--- src/rtl/follower_pkg.sv ---
// Shared types and constants for the station-ID barcode receiver.
// Holds the receiver FSM state enum, frame width, synchronizer depth and the
// reserved-bit mask used to validate a decoded station ID.
package follower_pkg;

  typedef enum logic [2:0] {
    IDLE,
    START,
    HOLD,
    WAIT_FALL,
    SAMPLE,
    CHECK
  } bc_state_t;

  localparam int         BC_BITS     = 8;
  localparam int         SYNC_STAGES = 2;
  localparam logic [7:0] ID_MASK     = 8'hC0;

  // A station ID is legal only when its two reserved MSBs are clear.
  function automatic logic id_ok(input logic [7:0] v);
    return (v & ID_MASK) == 8'h00;
  endfunction

endpackage

--- src/rtl/bc_sync.sv ---
// Synchronizer and falling-edge detector for the raw barcode input.
// Ports: clk, rst (sync, active-high); BC raw async in; BC_s synchronized
//        level; fall is high for one cycle after BC_s goes 1 -> 0.
module bc_sync
  import follower_pkg::*;
(
  input  logic clk,
  input  logic rst,
  input  logic BC,
  output logic BC_s,
  output logic fall
);

  logic [SYNC_STAGES-1:0] sync_q;
  logic                   prev_q;

  // All flops reset high so a line idling high never looks like an edge.
  always_ff @(posedge clk) begin
    if (rst) begin
      sync_q <= '1;
      prev_q <= 1'b1;
    end else begin
      sync_q <= {sync_q[SYNC_STAGES-2:0], BC};
      prev_q <= sync_q[SYNC_STAGES-1];
    end
  end

  assign BC_s = sync_q[SYNC_STAGES-1];
  assign fall = prev_q & ~BC_s;

endmodule

--- src/rtl/barcode_rx.sv ---
// Self-clocking serial barcode receiver producing an 8-bit station ID.
// Ports: clk, rst (sync, active-high); BC raw stream; clr_ID_vld clears the
//        sticky ID_vld; ID/ID_vld result; BC_err 1-cycle error pulse; busy.
// Optional: define BC_TIMEOUT_EN to add a missing-edge watchdog in WAIT_FALL.
module barcode_rx
  import follower_pkg::*;
#(
  parameter int CNT_W   = 22,
  parameter int MIN_PER = 4
) (
  input  logic       clk,
  input  logic       rst,
  input  logic       BC,
  input  logic       clr_ID_vld,
  output logic [7:0] ID,
  output logic       ID_vld,
  output logic       BC_err,
  output logic       busy
);

  bc_state_t                state_q, state_n;
  logic                     BC_s, fall;
  logic [CNT_W-1:0]         per_cnt, period, smp_cnt;
  logic [2:0]               bit_cnt;
  logic [BC_BITS-1:0]       sh_reg;
  logic                     per_sat, err_set, load_id;

  bc_sync u_sync (
    .clk  (clk),
    .rst  (rst),
    .BC   (BC),
    .BC_s (BC_s),
    .fall (fall)
  );

  assign per_sat = &per_cnt;
  assign busy    = (state_q != IDLE);

`ifdef BC_TIMEOUT_EN
  // Cycles since the last falling edge; a healthy frame produces one fall
  // per bit period, so 4 periods of silence means the frame was truncated.
  logic [CNT_W+1:0] wd_cnt;
  logic             wd_expired;

  always_ff @(posedge clk) begin
    if (rst || fall) wd_cnt <= '0;
    else if (!(&wd_cnt)) wd_cnt <= wd_cnt + (CNT_W+2)'(1);
  end

  assign wd_expired = (wd_cnt >= {period, 2'b00});
`endif

  always_comb begin
    state_n = state_q;
    err_set = 1'b0;
    load_id = 1'b0;
    case (state_q)
      IDLE:      if (fall) state_n = START;
      START: begin
        if (BC_s) state_n = (per_cnt < CNT_W'(MIN_PER)) ? IDLE : WAIT_FALL;
        else if (per_sat) begin
          err_set = 1'b1;
          state_n = HOLD;
        end
      end
      HOLD:      if (BC_s) state_n = IDLE;
      WAIT_FALL: begin
        if (fall) state_n = SAMPLE;
`ifdef BC_TIMEOUT_EN
        else if (wd_expired) begin
          err_set = 1'b1;
          state_n = IDLE;
        end
`endif
      end
      SAMPLE: begin
        if (smp_cnt == '0)
          state_n = (bit_cnt == 3'(BC_BITS-1)) ? CHECK : WAIT_FALL;
      end
      CHECK: begin
        state_n = IDLE;
        if (id_ok(sh_reg)) load_id = 1'b1;
        else               err_set = 1'b1;
      end
      default:   state_n = IDLE;
    endcase
  end

  always_ff @(posedge clk) begin
    if (rst) begin
      state_q <= IDLE;
      per_cnt <= '0;
      period  <= '0;
      smp_cnt <= '0;
      bit_cnt <= '0;
      sh_reg  <= '0;
      ID      <= 8'h00;
      ID_vld  <= 1'b0;
      BC_err  <= 1'b0;
    end else begin
      state_q <= state_n;
      BC_err  <= err_set;
      if (load_id) ID <= sh_reg;
      // A new ID in the same cycle as a clear leaves the flag set.
      if (load_id)         ID_vld <= 1'b1;
      else if (clr_ID_vld) ID_vld <= 1'b0;

      case (state_q)
        IDLE:      if (fall) per_cnt <= '0;
        START: begin
          if (!BC_s && !per_sat) per_cnt <= per_cnt + CNT_W'(1);
          if (BC_s) begin
            period  <= per_cnt;
            bit_cnt <= '0;
          end
        end
        // Sample half a period after each bit's falling edge.
        WAIT_FALL: if (fall) smp_cnt <= period >> 1;
        SAMPLE: begin
          if (smp_cnt == '0) begin
            sh_reg  <= {sh_reg[BC_BITS-2:0], BC_s};
            bit_cnt <= bit_cnt + 3'd1;
          end else begin
            smp_cnt <= smp_cnt - CNT_W'(1);
          end
        end
        default: ;
      endcase
    end
  end

endmodule

--- config.mk ---
export PLATFORM = sky130hd
export DESIGN_NAME = barcode_rx
export DESIGN_NICKNAME = d
export VERILOG_FILES = /design/src/rtl/follower_pkg.sv /design/src/rtl/bc_sync.sv /design/src/rtl/barcode_rx.sv
export SDC_FILE = /design/constraint.sdc
export NUM_CORES = 1
export LEC_CHECK = 0
export BUFFER_PORTS_ARGS = -buffer_cell sky130_fd_sc_hd__buf_2
export CAP_MARGIN = 10
export CORE_ASPECT_RATIO = 0.75
export CORE_UTILIZATION = 55
export CTS_BUF_LIST = sky130_fd_sc_hd__clkbuf_4 sky130_fd_sc_hd__clkbuf_8 sky130_fd_sc_hd__clkbuf_16
export DETAILED_ROUTE_END_ITERATION = 8
export HOLD_SLACK_MARGIN = 0.08
export PLACE_DENSITY = 0.72
export RECOVER_POWER = 25
export SYNTH_ARGS = -nofsm -noshare
export SYNTH_HDL_FRONTEND = slang
export SYNTH_SLANG_ARGS = --single-unit
--- constraint.sdc ---
create_clock -name clk -period 2.4 [get_ports clk]
set_input_delay 0 -clock clk [delete_from_list [all_inputs] [get_ports clk]]
set_output_delay 0 -clock clk [all_outputs]
set_load 0.05 [all_outputs]
# ---- Word level (Yosys, flattened, before mapping)
# Cells that the tools add are included.
dict set report classes {
  muxes 25
  n_lt_le_gt_ge 1
  n_bitwise 2
  reduce_logical 18
  n_addsub 3
  eq_ne 14
}
# op count
set op_table {}
lappend op_table {{2-to-1 mux 22 bit} 4}
lappend op_table {{one-hot mux 22 bit (2 select lines)} 2}
lappend op_table {{2-to-1 mux 3 bit} 8}
lappend op_table {{adder 22 x 1 -> 22 bit (second input constant)} 1}
lappend op_table {{logical NOT 22 bit} 1}
lappend op_table {{< comparator 22 x 3 -> 1 bit (second input constant)} 1}
lappend op_table {{AND reduction 22 bit} 1}
lappend op_table {{subtractor 22 x 1 -> 22 bit (second input constant)} 1}
lappend op_table {{one-hot mux 3 bit (5 select lines)} 1}
lappend op_table {{inequality test 2 bit (second input constant)} 5}
lappend op_table {{== test 3 bit (second input constant)} 3}
lappend op_table {{AND reduction 3 bit} 3}
lappend op_table {{logical NOT 8 bit} 1}
lappend op_table {{nonzero test 2 bit} 4}
lappend op_table {{2-to-1 mux 1 bit} 7}
lappend op_table {{== test 3 x 2 -> 1 bit (second input constant)} 2}
lappend op_table {{one-hot mux 3 bit (2 select lines)} 1}
lappend op_table {{AND reduction 5 bit} 1}
lappend op_table {{inequality test 2 x 1 -> 1 bit (second input constant)} 2}
lappend op_table {{AND reduction 2 bit} 2}
lappend op_table {{adder 3 x 1 -> 3 bit (second input constant)} 1}
lappend op_table {{== test 3 x 1 -> 1 bit (second input constant)} 1}
lappend op_table {{logical NOT 3 bit} 1}
lappend op_table {{inequality test 3 x 2 -> 1 bit (second input constant)} 1}
lappend op_table {{7 further kinds} 8}
dict set report word_totals {
  ff_bits 93
  word_cells 74
  input_bits 4
}

# ---- Longest topological paths before layout
dict set report logic_depth {
  depth_word 5
  depth_mapped 8
  ltp_nobuf 8
}

# ---- Modules after synthesis
# A second synthesis with hierarchy kept.
dict set report hier_totals {
  hier_cells 587
  area_unflattened_um2 4698.3
}
# module n_inst cells_each area_per_inst_um2
set by_module_without_submodules {}
lappend by_module_without_submodules {barcode_rx 1 580 4613.2}
lappend by_module_without_submodules {bc_sync 1 7 85.1}

# ---- Least setup slack after synthesis
# OpenSTA, ideal clock, no wires.
dict set report synth_timing {
  path_kind {register to register}
  startpoint {register state_q[0]}
  endpoint {register per_cnt[15]}
  arrival_time_ps 2075
  path_stages_with_launch 7
  n_path_buf 1
  setup_slack_ps 209
  cell_sequence {dfxtp_1 > or3_1 > clkbuf_1 > nand4_1 > nor4b_1 > a31oi_1 > a41o_1}
}
dict set report synth_via {
  elab_chain_cells 3
}
# item line
set synth_lines {}
lappend synth_lines {{start: declaration} barcode_rx.sv:21} ;# bc_state_t state_q, state_n;
lappend synth_lines {{start signal: assignment} barcode_rx.sv:101} ;# state_q <= state_n;
lappend synth_lines {{== test 3 x 1 -> 1 bit / logical NOT 3 bit (equally long branches)} barcode_rx.sv:108} ;# case (state_q)
lappend synth_lines {{inequality test 2 bit (no line) / nonzero test 2 bit (equally long branches)} n/a}
lappend synth_lines {{AND reduction 3 bit (no line)} n/a}
lappend synth_lines {{end signal: assignment} barcode_rx.sv:111} ;# if (!BC_s && !per_sat) per_cnt <= per_cnt + CNT_W'(1);
lappend synth_lines {{end: declaration} barcode_rx.sv:23} ;# logic [CNT_W-1:0] per_cnt, period, smp_cnt;
# Parallel ways exist; a longest one is shown, timed or not.
# A chain may end at the register's enable or synchronous reset.

# ---- Final worst setup path
dict set report layout_timing {
  startpoint {register smp_cnt[3]}
  endpoint {register smp_cnt[10]}
}
dict set report layout_via {
  elab_chain_cells 3
}
# item line
set layout_lines {}
lappend layout_lines {{start: declaration} barcode_rx.sv:23}
lappend layout_lines {{start signal: assignment} barcode_rx.sv:118} ;# WAIT_FALL: if (fall) smp_cnt <= period >> 1;
lappend layout_lines {{start signal: assignment} barcode_rx.sv:124} ;# smp_cnt <= smp_cnt - CNT_W'(1);
lappend layout_lines {{subtractor 22 x 1 -> 22 bit / logical NOT 22 bit (equally long branches)} {barcode_rx.sv:124, barcode_rx.sv:120}}
lappend layout_lines {{2-to-1 mux 22 bit / inequality test 2 bit (equally long branches)} n/a}
lappend layout_lines {{one-hot mux 22 bit (2 select lines) / AND reduction 3 bit (equally long branches)} n/a}
# Parallel ways exist; a longest one is shown, timed or not. The select of a mux whose other input is x is not followed.

==> key figures <==
Run status
  • Status: finished clean

Floorplanning
  • Die Height: 79.1 µm
  • Die X: 105 µm
  • Starting density of the core: 58.1%
  • FP Rows: 27
  • Die ar.: 8290 µm²
  • Core Area: 7500 µm²
  • I/O Pins: 15

Clocking
  • Clock Latency Late Sink: 0.37 ns
  • Worst-path clk slew: 0.10 ns
  • CTS tree: yes
  • CTS buffer count: 9
  • CTS H-Tree Depth: 3
  • CTS max path bufs: 2
  • Clk sinks: 92
  • Post-CTS Setup Bufs: 0
  • Clk root buf: clkbuf_8

GRT
  • GRT Residual Overflow: 0
  • Largest net degree at the start of global routing: 69
  • Number of global-route vias before repair: 3637
  • First-pass GRT wire length: 17.5 mm
  • Initial antenna violation count: 0
  • Overall routing resource usage: 26.5%

Synthesis
  • Top post-synthesis cells by count: 110 x nand2_1, 92 x dfxtp_1, 68 x a21oi_1, 46 x nor2_1, 31 x clkbuf_1
  • Syn Std Cell Area: 4360 µm²
  • Largest cells by area after synthesis: dfxtp_1 42%, nand2_1 9.5%, a21oi_1 7.8%
  • Post-synthesis average cell area: 7.75 µm²
  • Dominant synthesized flop cell: dfxtp_1
  • Synth cell types: 54
  • Register area share after synthesis: 42.3%
  • Ys Warns: 0
  • Area leader, netlist: dfxtp_1
  • Post-Syn Nets: 571
  • Most frequent cell after synthesis: nand2_1
  • Yosys reg bits: 92
  • Syn Inst Count: 562
  • Post-synth ARST share: 0%
  • Number of flops mapped to enable cells by yosys: 0
  • Area share of the largest cell type after synthesis: 42.3%

Setup path
  • CP max stage cell: or4_4
  • Crit Path Max Fanout: 6
  • CP Cell Sequence: or4_4, or3_1, nor3_1, nor2_1, o21ai_0, a21oi_1
  • Data arrival time of the critical path: 2.51 ns
  • Worst EP required: 2.62 ns
  • CP peak stage delay: 0.58 ns
  • FF-to-FF setup slack: 0.11 ns
  • CP Class: register to register
  • Setup crit end kind: register
  • Startpoint types: register

Drt
  • Wire per inst: 15.2 µm
  • Post-route ant nets: 0
  • First-pass DRT Iterations: 5
  • Initial DRC Count: 283
  • Via count of the routed design: 4066
  • DRT Wirelength: 10.4 mm
  • Remaining DRCs: 0
  • Vias per cell: 5.97

Timing
  • Clock Skew: 0.0115 ns
  • RSZ-0062 raised after global routing: no
  • Maximum clock frequency: 0.437 GHz
  • Slew HR: 53.9%
  • Endpoints failing hold: 0
  • Max Slew Vio Count: 0
  • Worst slew pin tran: 0.691 ns
  • Hold WS: 0.346 ns
  • Total negative slack: 0 ns
  • Setup-failing EPs final: 0
  • Period utilisation layout: 95.3%
  • Fin crit period: 2.29 ns

Hold path
  • Worst Hold Class: input port to register

Cells and area
  • Design area: 4790 µm²
  • Top Registers: per_cnt (22), smp_cnt (22), period (21)
  • Core Util, Final: 63.9%
  • Layout area overhead: 9.99%
  • Filler cells: 656
  • Layout net count: 584
  • ANT cells: 0
  • Share of cells above drive strength 1: 9.48%

Placement
  • DP HPWL: 7.17 mm
  • Final Wtd Congestion: 0.926
  • Port-buffer cells: 14
  • Placement Cell Area: 4560 µm²

Power and ir drop
  • VDD IR max: 0.000443 V
  • Total power per unit cell area: 605 nW/µm²
  • LEAKAGE: 1.74 nW

Flow run
  • Max cap viols: 0
metal layers:
metal | track usage [%] | wire, µm | up-vias
met2 | 41.9 | 4610 | 113
met5 | 0 | 0 | -
li1 | - | - | 1996
met3 | 5.67 | 612 | 14
met4 | 9.44 | 165 | 0
met1 | 36.0 | 4980 | 1943
final timing paths:
check	from	end	cells past startpoint
setup / recovery	smp_cnt[3]	smp_cnt[10]	6
hold / removal	BC	u_sync.sync_q[0]	3
setup reg to reg	smp_cnt[3]	smp_cnt[10]	6
hold reg to reg	u_sync.sync_q[0]	u_sync.sync_q[1]	1
cells by family after synthesis:
logic type      share of synthesized area, %
fa+ha+maj                               1.44
compound gates                          18.0
simple gates                            29.2
buf+inv                                 4.42
flops                                   42.3
mux                                     1.61
xor+xnor                                3.01
layout make-up:
class	count	area [µm²]	area share [%]
Timing Repair Buffer	38	241	5.04
Clock inverter	7	91.3	1.91
Multi-Input combinational cell	422	2320	48.5
Sequential cell	92	1840	38.4
Clock buffer	9	124	2.58
Tap cell	101	126	2.64
Inverter	12	45.0	0.940
cell usage in the layout, fill, tap and decap left out, drive strengths merged, types with 2 or more instances in the layout:
cell,netlist,final
and3,8,8
xnor2,4,4
mux2i,7,7
and2,5,5
nand2b,4,4
nor4,11,11
o31ai,5,5
buf,5,23
o21ai,29,29
nor4b,2,2
inv,12,16
and4,2,2
xor2,11,11
a211oi,3,3
a22o,2,2
ha,5,5
or2,5,5
nor2,47,47
a21oi,68,68
nor3b,2,2
a31oi,5,5
or3,12,12
nor2b,2,2
nand4,16,16
or4,3,3
dfxtp,92,92
o22ai,2,2
o31a,2,2
a211o,2,2
clkbuf,31,21
o211ai,3,3
nand2,110,110
nand3,21,21
nor3,11,11
o21a,2,2
o41ai,2,2
dlygate4sd3,0,3
where the power goes:
| group | switching (mW) | leakage, nW | internal, mW |
|---|---|---|---|
| registers | 0.0234 | 0.742 | 1.53 |
| clock network | 0.613 | 0.106 | 0.509 |
| logic | 0.156 | 0.889 | 0.0653 |
stage by stage:
stage               worst slack (ns)  power, mW  instances
floorplan                      0.209       1.75        562
global placement               0.176       1.81        662
detailed placement             0.127       1.81        662
CTS                           0.0856       2.92        681
global route                 0.00113       3.02        681
finish                         0.113       2.90        681
critical path: cells and delay by family (launching register included):
family          cells  cell delay (ns)
simple gates        4             1.48
flops               1             0.37
compound gates      2             0.30
repair_timing:
action,CTS,global route
hold buffers,3,0
setup endpoints to repair,0,7
gates resized for setup,0,1
hold endpoints to repair,7,0
(Power assumes the default switching activity.)
